<file path="config.mk">
export PLATFORM = sky130hd
export DESIGN_NAME = mac_serial2d_seq
export DESIGN_NICKNAME = d
export VERILOG_FILES = /design/src/rtl/mac_serial2d_pkg.sv /design/src/rtl/mac_serial2d_steprom.sv /design/src/rtl/mac_serial2d_seq.sv
export SDC_FILE = /design/constraint.sdc
export NUM_CORES = 1
export LEC_CHECK = 0
export BUFFER_PORTS_ARGS = -buffer_cell sky130_fd_sc_hd__clkbuf_2
export CAP_MARGIN = 40
export CELL_PAD_IN_SITES_DETAIL_PLACEMENT = 1
export CELL_PAD_IN_SITES_GLOBAL_PLACEMENT = 1
export CORE_MARGIN = 2
export CORE_UTILIZATION = 40
export DETAILED_ROUTE_END_ITERATION = 8
export PLACE_DENSITY = 0.82
export RECOVER_POWER = 50
export SYNTH_ARGS = -nofsm -noshare
export SYNTH_HDL_FRONTEND = slang
export SYNTH_SLANG_ARGS = --single-unit
</file>
<file path="constraint.sdc">
create_clock -name clk_fast -period 2.2 [get_ports clk_fast]
set_input_delay 0.11 -clock clk_fast [delete_from_list [all_inputs] [get_ports clk_fast]]
set_output_delay 0.11 -clock clk_fast [all_outputs]
set_load 0.03 [all_outputs]
</file>
<file path="src/rtl/mac_serial2d_pkg.sv">
// Shared types and helpers for the 2D 4b-serial MAC sequencer.
// Covers operand modes, sequencer states and the per-step control word.
package mac_serial2d_pkg;

  typedef enum logic [2:0] {
    MODE_8X8 = 3'b000,
    MODE_8X4 = 3'b001,
    MODE_4X4 = 3'b111
  } mode_t;

  typedef enum logic [2:0] {
    ST_IDLE,
    ST_CLR,
    ST_RUN,
    ST_FLUSH,
    ST_WAIT,
    ST_DONE
  } state_t;

  typedef struct packed {
    logic w_sel;
    logic a_sel;
    logic sign_ctr;
    logic shift_ctr;
  } step_ctl_t;

  localparam int unsigned STEPS_8X8 = 4;
  localparam int unsigned STEPS_8X4 = 2;
  localparam int unsigned STEPS_4X4 = 1;

  function automatic logic mode_is_legal(input logic [2:0] m);
    return (m == 3'b000) || (m == 3'b001) || (m == 3'b111);
  endfunction

  // Illegal encodings fall back to the full 8x8 sequence.
  function automatic mode_t legal_mode(input logic [2:0] m);
    case (m)
      3'b001:  return MODE_8X4;
      3'b111:  return MODE_4X4;
      default: return MODE_8X8;
    endcase
  endfunction

endpackage

</file>
<file path="src/rtl/mac_serial2d_steprom.sv">
// Digit-step control table: maps (mode, step index) to the MAC control word
// and flags the final step of a product.
module mac_serial2d_steprom
  import mac_serial2d_pkg::*;
(
  input  mode_t       mode_i,
  input  logic [1:0]  step_i,
  output step_ctl_t   ctl_o,
  output logic        last_o
);

  always_comb begin
    ctl_o  = '0;
    last_o = 1'b0;
    case (mode_i)
      MODE_8X4: begin
        last_o = (step_i == 2'(STEPS_8X4 - 1));
        case (step_i)
          2'd0:    ctl_o = step_ctl_t'(4'b0011);
          2'd1:    ctl_o = step_ctl_t'(4'b0111);
          default: ctl_o = '0;
        endcase
      end
      MODE_4X4: begin
        last_o = (step_i == 2'(STEPS_4X4 - 1));
        ctl_o  = (step_i == 2'd0) ? step_ctl_t'(4'b0011) : '0;
      end
      default: begin
        // Weight high nibble is the only signed digit; low-low needs no sign.
        last_o = (step_i == 2'(STEPS_8X8 - 1));
        case (step_i)
          2'd0:    ctl_o = step_ctl_t'(4'b0001);
          2'd1:    ctl_o = step_ctl_t'(4'b0100);
          2'd2:    ctl_o = step_ctl_t'(4'b1011);
          default: ctl_o = step_ctl_t'(4'b1111);
        endcase
      end
    endcase
  end

endmodule

</file>
<file path="src/rtl/mac_serial2d_seq.sv">
// Sequencer for the 2D 4b-serial MAC: accepts operand pairs, issues one digit
// step per clk_fast cycle, accumulates n_acc products and flushes the sum into z.
module mac_serial2d_seq
  import mac_serial2d_pkg::*;
#(
  parameter int CNT_W    = 8,
  parameter int PIPE_LAT = 2
) (
  input  logic             clk_fast,
  input  logic             rst,
  input  logic [2:0]       mode_i,
  input  logic             start_i,
  input  logic [CNT_W-1:0] n_acc_i,
  input  logic             op_valid_i,
  output logic             op_ready_o,
  input  logic [7:0]       w_in_i,
  input  logic [7:0]       a_in_i,
  output logic [7:0]       w_o,
  output logic [7:0]       a_o,
  output logic             w_sel_o,
  output logic             a_sel_o,
  output logic             sign_ctr_o,
  output logic             shift_ctr_o,
  output logic             rst_mult_o,
  output logic             slow_en_o,
  output logic             mac_rst_o,
  output logic             busy_o,
  output logic             res_valid_o,
  output logic             mode_err_o
);

  localparam int WAIT_W = (PIPE_LAT > 1) ? $clog2(PIPE_LAT) : 1;

  state_t             state_q, state_d;
  mode_t              mode_q, mode_d;
  logic [CNT_W-1:0]   n_acc_q, n_acc_d;
  logic [CNT_W-1:0]   prod_cnt_q, prod_cnt_d;
  logic [1:0]         step_q, step_d;
  logic [WAIT_W-1:0]  wait_q, wait_d;
  logic               full_q, full_d;
  logic [7:0]         w_q, w_d;
  logic [7:0]         a_q, a_d;
  logic               err_q, err_d;

  step_ctl_t          step_ctl;
  step_ctl_t          ctl;
  logic               last_step;
  logic               last_prod;
  logic               run_rdy;
  logic               load;

  mac_serial2d_steprom u_steprom (
    .mode_i (mode_q),
    .step_i (step_q),
    .ctl_o  (step_ctl),
    .last_o (last_step)
  );

  // Refill either into an empty register or underneath the last step of a
  // product that is not the final one, so products run back to back.
  assign last_prod = (prod_cnt_q == n_acc_q - CNT_W'(1));
  assign run_rdy   = (state_q == ST_RUN) && (!full_q || (last_step && !last_prod));
  assign load      = op_valid_i && run_rdy;

  assign op_ready_o  = run_rdy;
  assign w_sel_o     = ctl.w_sel;
  assign a_sel_o     = ctl.a_sel;
  assign sign_ctr_o  = ctl.sign_ctr;
  assign shift_ctr_o = ctl.shift_ctr;
  assign slow_en_o   = rst_mult_o;
  assign mode_err_o  = err_q;

  always_ff @(posedge clk_fast) begin
    if (rst) begin
      state_q    <= ST_IDLE;
      mode_q     <= MODE_8X8;
      n_acc_q    <= '0;
      prod_cnt_q <= '0;
      step_q     <= '0;
      wait_q     <= '0;
      full_q     <= 1'b0;
      w_q        <= '0;
      a_q        <= '0;
      err_q      <= 1'b0;
    end else begin
      state_q    <= state_d;
      mode_q     <= mode_d;
      n_acc_q    <= n_acc_d;
      prod_cnt_q <= prod_cnt_d;
      step_q     <= step_d;
      wait_q     <= wait_d;
      full_q     <= full_d;
      w_q        <= w_d;
      a_q        <= a_d;
      err_q      <= err_d;
    end
  end

  always_comb begin
    state_d     = state_q;
    mode_d      = mode_q;
    n_acc_d     = n_acc_q;
    prod_cnt_d  = prod_cnt_q;
    step_d      = step_q;
    wait_d      = wait_q;
    full_d      = full_q;
    w_d         = w_q;
    a_d         = a_q;
    err_d       = err_q;
    w_o         = '0;
    a_o         = '0;
    ctl         = '0;
    rst_mult_o  = 1'b0;
    mac_rst_o   = 1'b0;
    res_valid_o = 1'b0;
    busy_o      = (state_q != ST_IDLE);

    case (state_q)
      ST_IDLE: begin
        if (start_i) begin
          mode_d     = legal_mode(mode_i);
          err_d      = !mode_is_legal(mode_i);
          n_acc_d    = n_acc_i;
          prod_cnt_d = '0;
          step_d     = '0;
          full_d     = 1'b0;
          state_d    = ST_CLR;
        end
      end
      ST_CLR: begin
        mac_rst_o = 1'b1;
        state_d   = (n_acc_q == '0) ? ST_FLUSH : ST_RUN;
      end
      ST_RUN: begin
        if (load) begin
          w_d = w_in_i;
          a_d = a_in_i;
        end
        // An empty register is a bubble: zero operands, no controls asserted.
        if (full_q) begin
          w_o        = w_q;
          a_o        = a_q;
          ctl        = step_ctl;
          rst_mult_o = (step_q == 2'd0);
          if (last_step) begin
            step_d     = '0;
            prod_cnt_d = prod_cnt_q + CNT_W'(1);
            full_d     = load;
            if (last_prod) state_d = ST_FLUSH;
          end else begin
            step_d = step_q + 2'd1;
          end
        end else begin
          full_d = load;
        end
      end
      ST_FLUSH: begin
        rst_mult_o = 1'b1;
        wait_d     = '0;
        state_d    = ST_WAIT;
      end
      ST_WAIT: begin
        if (wait_q == WAIT_W'(PIPE_LAT - 1)) state_d = ST_DONE;
        else wait_d = wait_q + WAIT_W'(1);
      end
      ST_DONE: begin
        res_valid_o = 1'b1;
        state_d     = ST_IDLE;
      end
      default: state_d = ST_IDLE;
    endcase
  end

endmodule

</file>
==> impl_results.rst, run 1 <==
.. list-table::
   :header-rows: 1

   * - Metric
     - Value
   * - Maximum number of pins on one net before global-route repair
     - 31
   * - Relative area change from synthesis to final layout
     - 24.76%
   * - Total iterations of the first detailed-routing run
     - 5
   * - Vias per std cell
     - approximately 5.2
   * - Peak supply drop
     - 0.0002977 V
   * - Number of distinct library cells after synthesis
     - 48
   * - Part of the Yosys area used for sequential elements
     - between 30% and 40%
   * - Remaining antenna violation count
     - 0
   * - Asr flop ratio synth
     - 0%
   * - Mean area per synthesized cell
     - 8.884 um^2
   * - Worst skew pair latency
     - 290 ps
   * - Average wire length per cell after detail routing
     - roughly 17 um
   * - Final worst path period share
     - 106.8%
   * - Post-layout minimum cycle time
     - 2350 ps
   * - Total routed wirelength
     - 6869 um
   * - # DRC
     - 0
   * - Die Ht
     - around 81 um
   * - Clock tree from TritonCTS
     - done
   * - RSZ-0062 raised after global routing
     - yes
   * - Cell area power density
     - 615.0 nW/um^2
   * - Width of the chip
     - 81.30 um
   * - Maximum clock skew at final layout
     - ~2.6 ps
   * - Count of buffers from port buffering
     - 57
   * - Total gr overflow
     - 0
   * - Post-route core utilization
     - between 50% and 60%
   * - Type of the worst setup path
     - reg2out
   * - Fmax
     - 425.6 MHz
   * - Violated checks
     - setup timing
   * - Number of buffers inserted by hold repair at cts
     - 0
   * - Launching element type of the critical path
     - flop
   * - Fraction of final layout cells sized beyond drive strength 1
     - 31.47%
   * - Combinational family with the most area after synthesis
     - simple AND/OR/NAND/NOR gates
   * - Clock buffer depth
     - 2
   * - Max_cap viols
     - 0
   * - Headroom to the max-slew limit
     - 52.94%
   * - Layout fillers
     - approximately 720
   * - Clock Sinks
     - between 40 and 50
   * - Synthesized-area fraction occupied by ao, oa, aoi and oai cells
     - a little over a fifth
   * - Transition time at the pin with the least slew margin
     - between 700 and 800 ps
   * - Worst path setup slack after routing
     - -149.8 ps
   * - Post-synth EDFFs
     - 0
   * - Net count of the mapped netlist
     - 306
   * - Area of the core region
     - between 5000 and 6000 um^2
   * - Total Power Consumption
     - between 1.5 and 2 mW
   * - LEAKAGE
     - 1.233 nW
   * - Wire length of the first global-routing pass
     - 10,450 um
   * - Reg2Reg Setup Slack
     - 0 ps
   * - Data arrival time at the worst-slack endpoint
     - 2240 ps
   * - Number of hold-slack violations in the final timing report
     - 0
   * - Flip-flop and latch count after synthesis
     - 42
   * - Post-synthesis instance area
     - 2390 um^2
   * - Pre-CTS setup slack
     - -226.3 ps
   * - Share of cell area taken by muxes after synthesis
     - 0.8377%
   * - Row count
     - 28
   * - Run status
     - complete, but fails checks
   * - Final-report setup violation count
     - 1
   * - Yosys Warn Count
     - 0
   * - Die Outline Area
     - 6609 um^2
   * - TritonCTS Buffers
     - 5
   * - Predominant post-synthesis flop cell
     - sky130_fd_sc_hd__dfxtp_1
   * - Total Negative Setup Slacks
     - -149.8 ps
   * - Layout net count
     - between 300 and 400
   * - IO Count
     - 58
   * - Total inserted antenna cells
     - 0
   * - CP endpoint kind
     - output port
   * - Routability cong.
     - 0.7375
   * - Clk root buf
     - sky130_fd_sc_hd__clkbuf_8
   * - Number of instances in the synthesized netlist
     - 269
   * - Critical path peak fanout
     - 5
   * - Xor-xnor portion of the synthesized cell area
     - 6.178%
   * - First DRT Iteration DRCs
     - 70
   * - All-Layer GR Usage
     - 20.61%
   * - Required arrival time at the worst endpoint
     - ~2100 ps
   * - Register clock-pin slew on the reported worst setup and hold paths
     - approximately 80 ps
   * - Number of antenna violations at the first check in global routing
     - 0
   * - CTS HTree Levels
     - 2
   * - Number of global-route vias before repair
     - 2,221
   * - Simple-gate portion of the synthesized area
     - 28.74%
   * - Initial core utilization
     - 40.85%
   * - Adder-cell area share of the yosys netlist
     - 3.141%
   * - Worst hold path class
     - in2reg
   * - HPWL Detailed
     - 4793 um
   * - Count of pins over their slew limit
     - 0
   * - Total vias in the final route
     - 2,173
[final timing paths]
kind / start / endpoint / cells after the start
setup / recovery: n_acc_q[3] / op_ready_o / 8
hold / removal: a_in_i[6] / a_q[6] / 2
setup reg to reg: n_acc_q[3] / full_q / 8
hold reg to reg: mode_err_o / mode_err_o / 2
[stage by stage]
step | hold WS, ps | instance area (um^2) | std cells
after floorplan | 217.7 | 2390 | 269
after global placement | 316.7 | 2784 | 399
after detailed placement | 323.1 | 2795 | 400
after CTS | 19.87 | 2910 | 409
after global routing | 23.65 | 2982 | 415
final | 23.47 | 2982 | 415
[critical path: stages (launching register included)]
cell	delay (ps)
sky130_fd_sc_hd__dfxtp_1	360
sky130_fd_sc_hd__nor3_1	450
sky130_fd_sc_hd__and3_1	280
sky130_fd_sc_hd__o2111ai_2	150
sky130_fd_sc_hd__a211oi_4	230
sky130_fd_sc_hd__buf_4	160
sky130_fd_sc_hd__nand2b_4	120
sky130_fd_sc_hd__a21oi_4	50
sky130_fd_sc_hd__buf_6	140
[power by group]
part	internal (mW)	total, mW	switching, mW
sequential	0.806	0.857	0.0509
combinational	0.198	0.483	0.285
clock	0.242	0.494	0.252
total	1.25	1.83	0.588
[cell usage in the layout (no fill, tap or decap), types with 6 or more instances in the layout]
cell type                   synthesis  final
sky130_fd_sc_hd__o2bb2ai_1          6      6
sky130_fd_sc_hd__buf_4              1     15
sky130_fd_sc_hd__dfxtp_1           42     40
sky130_fd_sc_hd__clkbuf_1           9     12
sky130_fd_sc_hd__or2b_1            10     10
sky130_fd_sc_hd__inv_1              7      7
sky130_fd_sc_hd__xor2_1             9      9
sky130_fd_sc_hd__nand2_1           26     26
sky130_fd_sc_hd__nand4_1            6      6
sky130_fd_sc_hd__a21oi_1           22     21
sky130_fd_sc_hd__nor2_1            22     22
sky130_fd_sc_hd__clkbuf_2           0     49
sky130_fd_sc_hd__o2bb2ai_2         10     10
sky130_fd_sc_hd__nand2b_1          11     10
sky130_fd_sc_hd__clkbuf_8           0      6
sky130_fd_sc_hd__and2_1            17     12
[layout make-up]
class                           instances  area (um^2)  area share (%)
Clock buffer                            6        82.58           2.770
Sequential cell                        42        843.3           28.28
Inverter                                7        26.28          0.8812
Timing Repair Buffer                   81        459.2           15.40
Multi-Input combinational cell        204         1476           49.52
Tap cell                               75        93.84           3.147
[cells by family (layout without fill, tap and decap cells)]
logic type | Yosys count | in the layout
multiplexers | 2 | 2
AND/OR/NAND/NOR | 125 | 125
buffers and inverters | 23 | 94
XOR/XNOR | 16 | 16
AO/OA/AOI/OAI | 55 | 55
adder cells (fa/ha/maj) | 6 | 6
flip-flops | 42 | 42
[state kept, by name (all words and copies together), names as in the netlist]
name        cells
n_acc_q         8
a_q             8
prod_cnt_q      8
step_q          2
wait_q          1
mode_err_o      1
full_q          1
w_q             8
mode_q          2
state_q         3
[per-layer routing]
metal / track usage, % / wire length (um)
met4: 6.610 / 75
met2: 36.97 / 3614
met3: 4.556 / 235
met5: 0 / 0
met1: 24.16 / 2944
[cells in the mapped netlist, types with 5 or more instances]
cell type                    n  area [um^2]
sky130_fd_sc_hd__nor2_1     22        82.58
sky130_fd_sc_hd__o2bb2ai_1   6        52.55
sky130_fd_sc_hd__dfxtp_1    42        840.8
sky130_fd_sc_hd__ha_1        6        75.07
sky130_fd_sc_hd__nand3_1     5        25.02
sky130_fd_sc_hd__or2b_1     10        75.07
sky130_fd_sc_hd__nand2b_1   11        68.82
sky130_fd_sc_hd__inv_1       7        26.28
sky130_fd_sc_hd__nand4_1     6        37.54
sky130_fd_sc_hd__nor3_1      6        30.03
sky130_fd_sc_hd__clkbuf_1    9        33.78
sky130_fd_sc_hd__and2_1     17        106.4
sky130_fd_sc_hd__a21oi_1    22        110.1
sky130_fd_sc_hd__xnor2_1     6        52.55
sky130_fd_sc_hd__xor2_1      9        78.83
sky130_fd_sc_hd__nand2_1    26        97.59
sky130_fd_sc_hd__o2bb2ai_2  10        150.1
[what timing repair did]
item / 4_1_cts / 5_1_grt
gates resized for setup: 3 / 16
pin swaps: 3 / 7
endpoints found under the setup margin: 18 / 5
buffers inserted: 3 / 5
cloned: 0 / 1
endpoints found under the hold margin: 0 / 0
Power figures use the tool's default switching activity.
==> run 2, diff against run 1 <==
--- a/config.mk
+++ b/config.mk
@@ -12,6 +12,7 @@
 export CORE_MARGIN = 2
 export CORE_UTILIZATION = 40
 export DETAILED_ROUTE_END_ITERATION = 8
+export HOLD_SLACK_MARGIN = 0.03
 export PLACE_DENSITY = 0.82
 export RECOVER_POWER = 50
 export SYNTH_ARGS = -nofsm -noshare
==> impl_results.rst, run 2 (synthesized netlist as in run 1, its figures left out) <==
.. list-table::
   :header-rows: 1

   * - Metric
     - Value
   * - Run status
     - complete, but fails checks
   * - Routability cong.
     - around 0.74
   * - Non-Filler Cell Area, Final
     - ~3100 um^2
   * - CP endpoint kind
     - output port
   * - Number of global-route vias before repair
     - 2,300
   * - Vias per std cell
     - ~5.4
   * - Total inserted antenna cells
     - 0
   * - # DRC
     - 0
   * - Post-layout minimum cycle time
     - 2367 ps
   * - Number of cells in the design after placement
     - 400
   * - List of cells traversed by the critical path
     - nor3_1 -> and3_1 -> o2111ai_2 -> a211oi_4 -> buf_4 -> nand2b_4 -> a21oi_4 -> buf_6
   * - Fin Hold WS
     - 30.78 ps
   * - Psw
     - 603.7 uW
   * - Maximum number of pins on one net before global-route repair
     - 31
   * - Cell area power density
     - 598.9 nW/um^2
   * - TritonCTS Buffers
     - 5
   * - Final-report setup violation count
     - 2
   * - Critical path peak fanout
     - 5
   * - Total routed wirelength
     - 7644 um
   * - Worst path setup slack after routing
     - -167.4 ps
   * - All-Layer GR Usage
     - 22.21%
   * - Buffering stage count on the worst path with inverters included
     - 2
   * - Violated checks
     - setup timing
   * - Max_cap viols
     - 0
   * - Row count
     - 28
   * - Total iterations of the first detailed-routing run
     - 4
   * - Maximum clock skew at final layout
     - 5.618 ps
   * - Largest stage delay on the critical path
     - 460 ps
   * - RSZ-0062 raised after global routing
     - yes
   * - Clock Sinks
     - 42
   * - Clk root buf
     - sky130_fd_sc_hd__clkbuf_8
   * - Relative area change from synthesis to final layout
     - 30.47%
   * - Final worst path period share
     - 107.6%
   * - Wire length of the first global-routing pass
     - 11,090 um
   * - Type of the worst setup path
     - reg2out
   * - Number of standard cells in the layout, taps in and fillers out
     - between 400 and 500
   * - First DRT Iteration DRCs
     - 92
   * - Headroom to the max-slew limit
     - 55.05%
   * - Total vias in the final route
     - ~2.3k
   * - Initial core utilization
     - 40.85%
   * - Most frequent cells in the layout
     - 50 x sky130_fd_sc_hd__clkbuf_2, 40 x sky130_fd_sc_hd__dfxtp_1, 26 x sky130_fd_sc_hd__nand2_1, 22 x sky130_fd_sc_hd__nor2_1, 21 x sky130_fd_sc_hd__a21oi_1
   * - Average wire length per cell after detail routing
     - 17.86 um
   * - DP Area
     - 2795 um^2
   * - Remaining antenna violation count
     - 0
   * - Transition time at the pin with the least slew margin
     - 674.3 ps
   * - Peak supply drop
     - slightly below 0.0003 V
   * - Data arrival time at the worst-slack endpoint
     - around 2300 ps
   * - Worst skew pair latency
     - 300 ps
   * - Count of buffers from port buffering
     - 57
   * - Cell type of the slowest stage on the worst timing path
     - sky130_fd_sc_hd__nor3_1
   * - Worst hold path class
     - in2reg
   * - Int Power
     - 1.264 mW
   * - Count of pins over their slew limit
     - 0
   * - Die Ht
     - 81.30 um
   * - Required arrival time at the worst endpoint
     - 2090 ps
   * - CTS HTree Levels
     - 2
   * - Power share of the clock group
     - 26.9%
   * - Clock buffer depth
     - 2
   * - Total gr overflow
     - 0
   * - LEAKAGE
     - 1.304 nW
   * - Clock tree from TritonCTS
     - done
   * - Launching element type of the critical path
     - flop
   * - Switching share of total power
     - between 30% and 40%
   * - Part of the total power dissipated in sequential elements
     - 46.0%
   * - Area of the core region
     - about 6000 um^2
   * - Fmax
     - approximately 420 MHz
   * - HPWL Detailed
     - 4793 um
   * - Number of hold-slack violations in the final timing report
     - 0
   * - IO Count
     - 58
   * - Commonest non-fill, non-tap cell in the layout
     - sky130_fd_sc_hd__clkbuf_2
   * - Logic gate share of total power
     - ~27%
   * - Layout net count
     - between 300 and 400
   * - Die Outline Area
     - 6609 um^2
   * - Pre-CTS setup slack
     - -226.3 ps
   * - Total Negative Setup Slacks
     - -191.0 ps
   * - Number of antenna violations at the first check in global routing
     - 0
   * - Cell type group with the largest total delay on the critical path
     - simple AND/OR/NAND/NOR gates
   * - Width of the chip
     - roughly 80 um
   * - Register clock-pin slew on the reported worst setup and hold paths
     - 70 ps
   * - Fraction of final layout cells sized beyond drive strength 1
     - between 30% and 40%
-- run 2: cell types whose count changed in the layout (fill, tap and decap cells not counted), sizes merged --
| cell | before | now |
|---|---|---|
| dlygate4sd3 | 0 | 11 |
| buf | 20 | 23 |
| clkbuf | 67 | 66 |
-- run 2: final timing paths --
| kind | slack, ps | cells past startpoint | start | endpoint |
|---|---|---|---|---|
| worst max-delay path | -170 | 8 | n_acc_q[3] | op_ready_o |
| worst min-delay path | 30 | 2 | w_in_i[7] | w_q[7] |
| worst max register to register | -20 | 10 | n_acc_q[0] | a_q[1] |
| worst min register to register | 470 | 2 | mode_err_o | mode_err_o |
-- run 2: per-layer routing --
layer | up-vias | global-route usage [%] | wire (um) | part of all wire (%)
met3 | 22 | 4.333 | 314 | 4.1
li1 | 1087 | - | - | -
met2 | 66 | 41.39 | 4031 | 53
met5 | - | 0 | 0 | 0
met1 | 1142 | 25.12 | 3060 | 40
met4 | 0 | 7.119 | 238 | 3.1
-- run 2: cell type report --
| cell class | count | area (um^2) |
|---|---|---|
| fill | 708 | 2733 |
| multi-input combinational | 204 | 1483 |
| sequential | 42 | 843.3 |
| timing repair buffer | 94 | 589.3 |
| tap | 75 | 93.84 |
| clock buffer | 6 | 82.58 |
| inverter | 7 | 26.28 |
-- run 2: timing repair --
item	4_1_cts	5_1_grt
buffers inserted	3	7
endpoints found under the setup margin	18	4
resized for setup	3	17
gates cloned	0	1
hold buffers	10	1
pin swaps	3	8
endpoints found under the hold margin	10	1
-- run 2: power by group through the flow --
| stage | Clock, mW | Sequential [mW] | Combinational, mW |
|---|---|---|---|
| global placement | 0 | 0.866 | 0.417 |
| floorplan | 0 | 0.859 | 0.307 |
| detailed placement | 0 | 0.870 | 0.438 |
| CTS | 0.503 | 0.853 | 0.470 |
| finish | 0.502 | 0.858 | 0.507 |
| global route | 0.537 | 0.864 | 0.546 |
-- run 2: stage by stage --
| step | util (%) | power (mW) |
|---|---|---|
| finish | 53.29 | 1.867 |
| global route | 53.29 | 1.947 |
| CTS | 51.45 | 1.826 |
| detailed placement | 47.78 | 1.308 |
| global placement | 47.58 | 1.283 |
| floorplan | - | 1.166 |
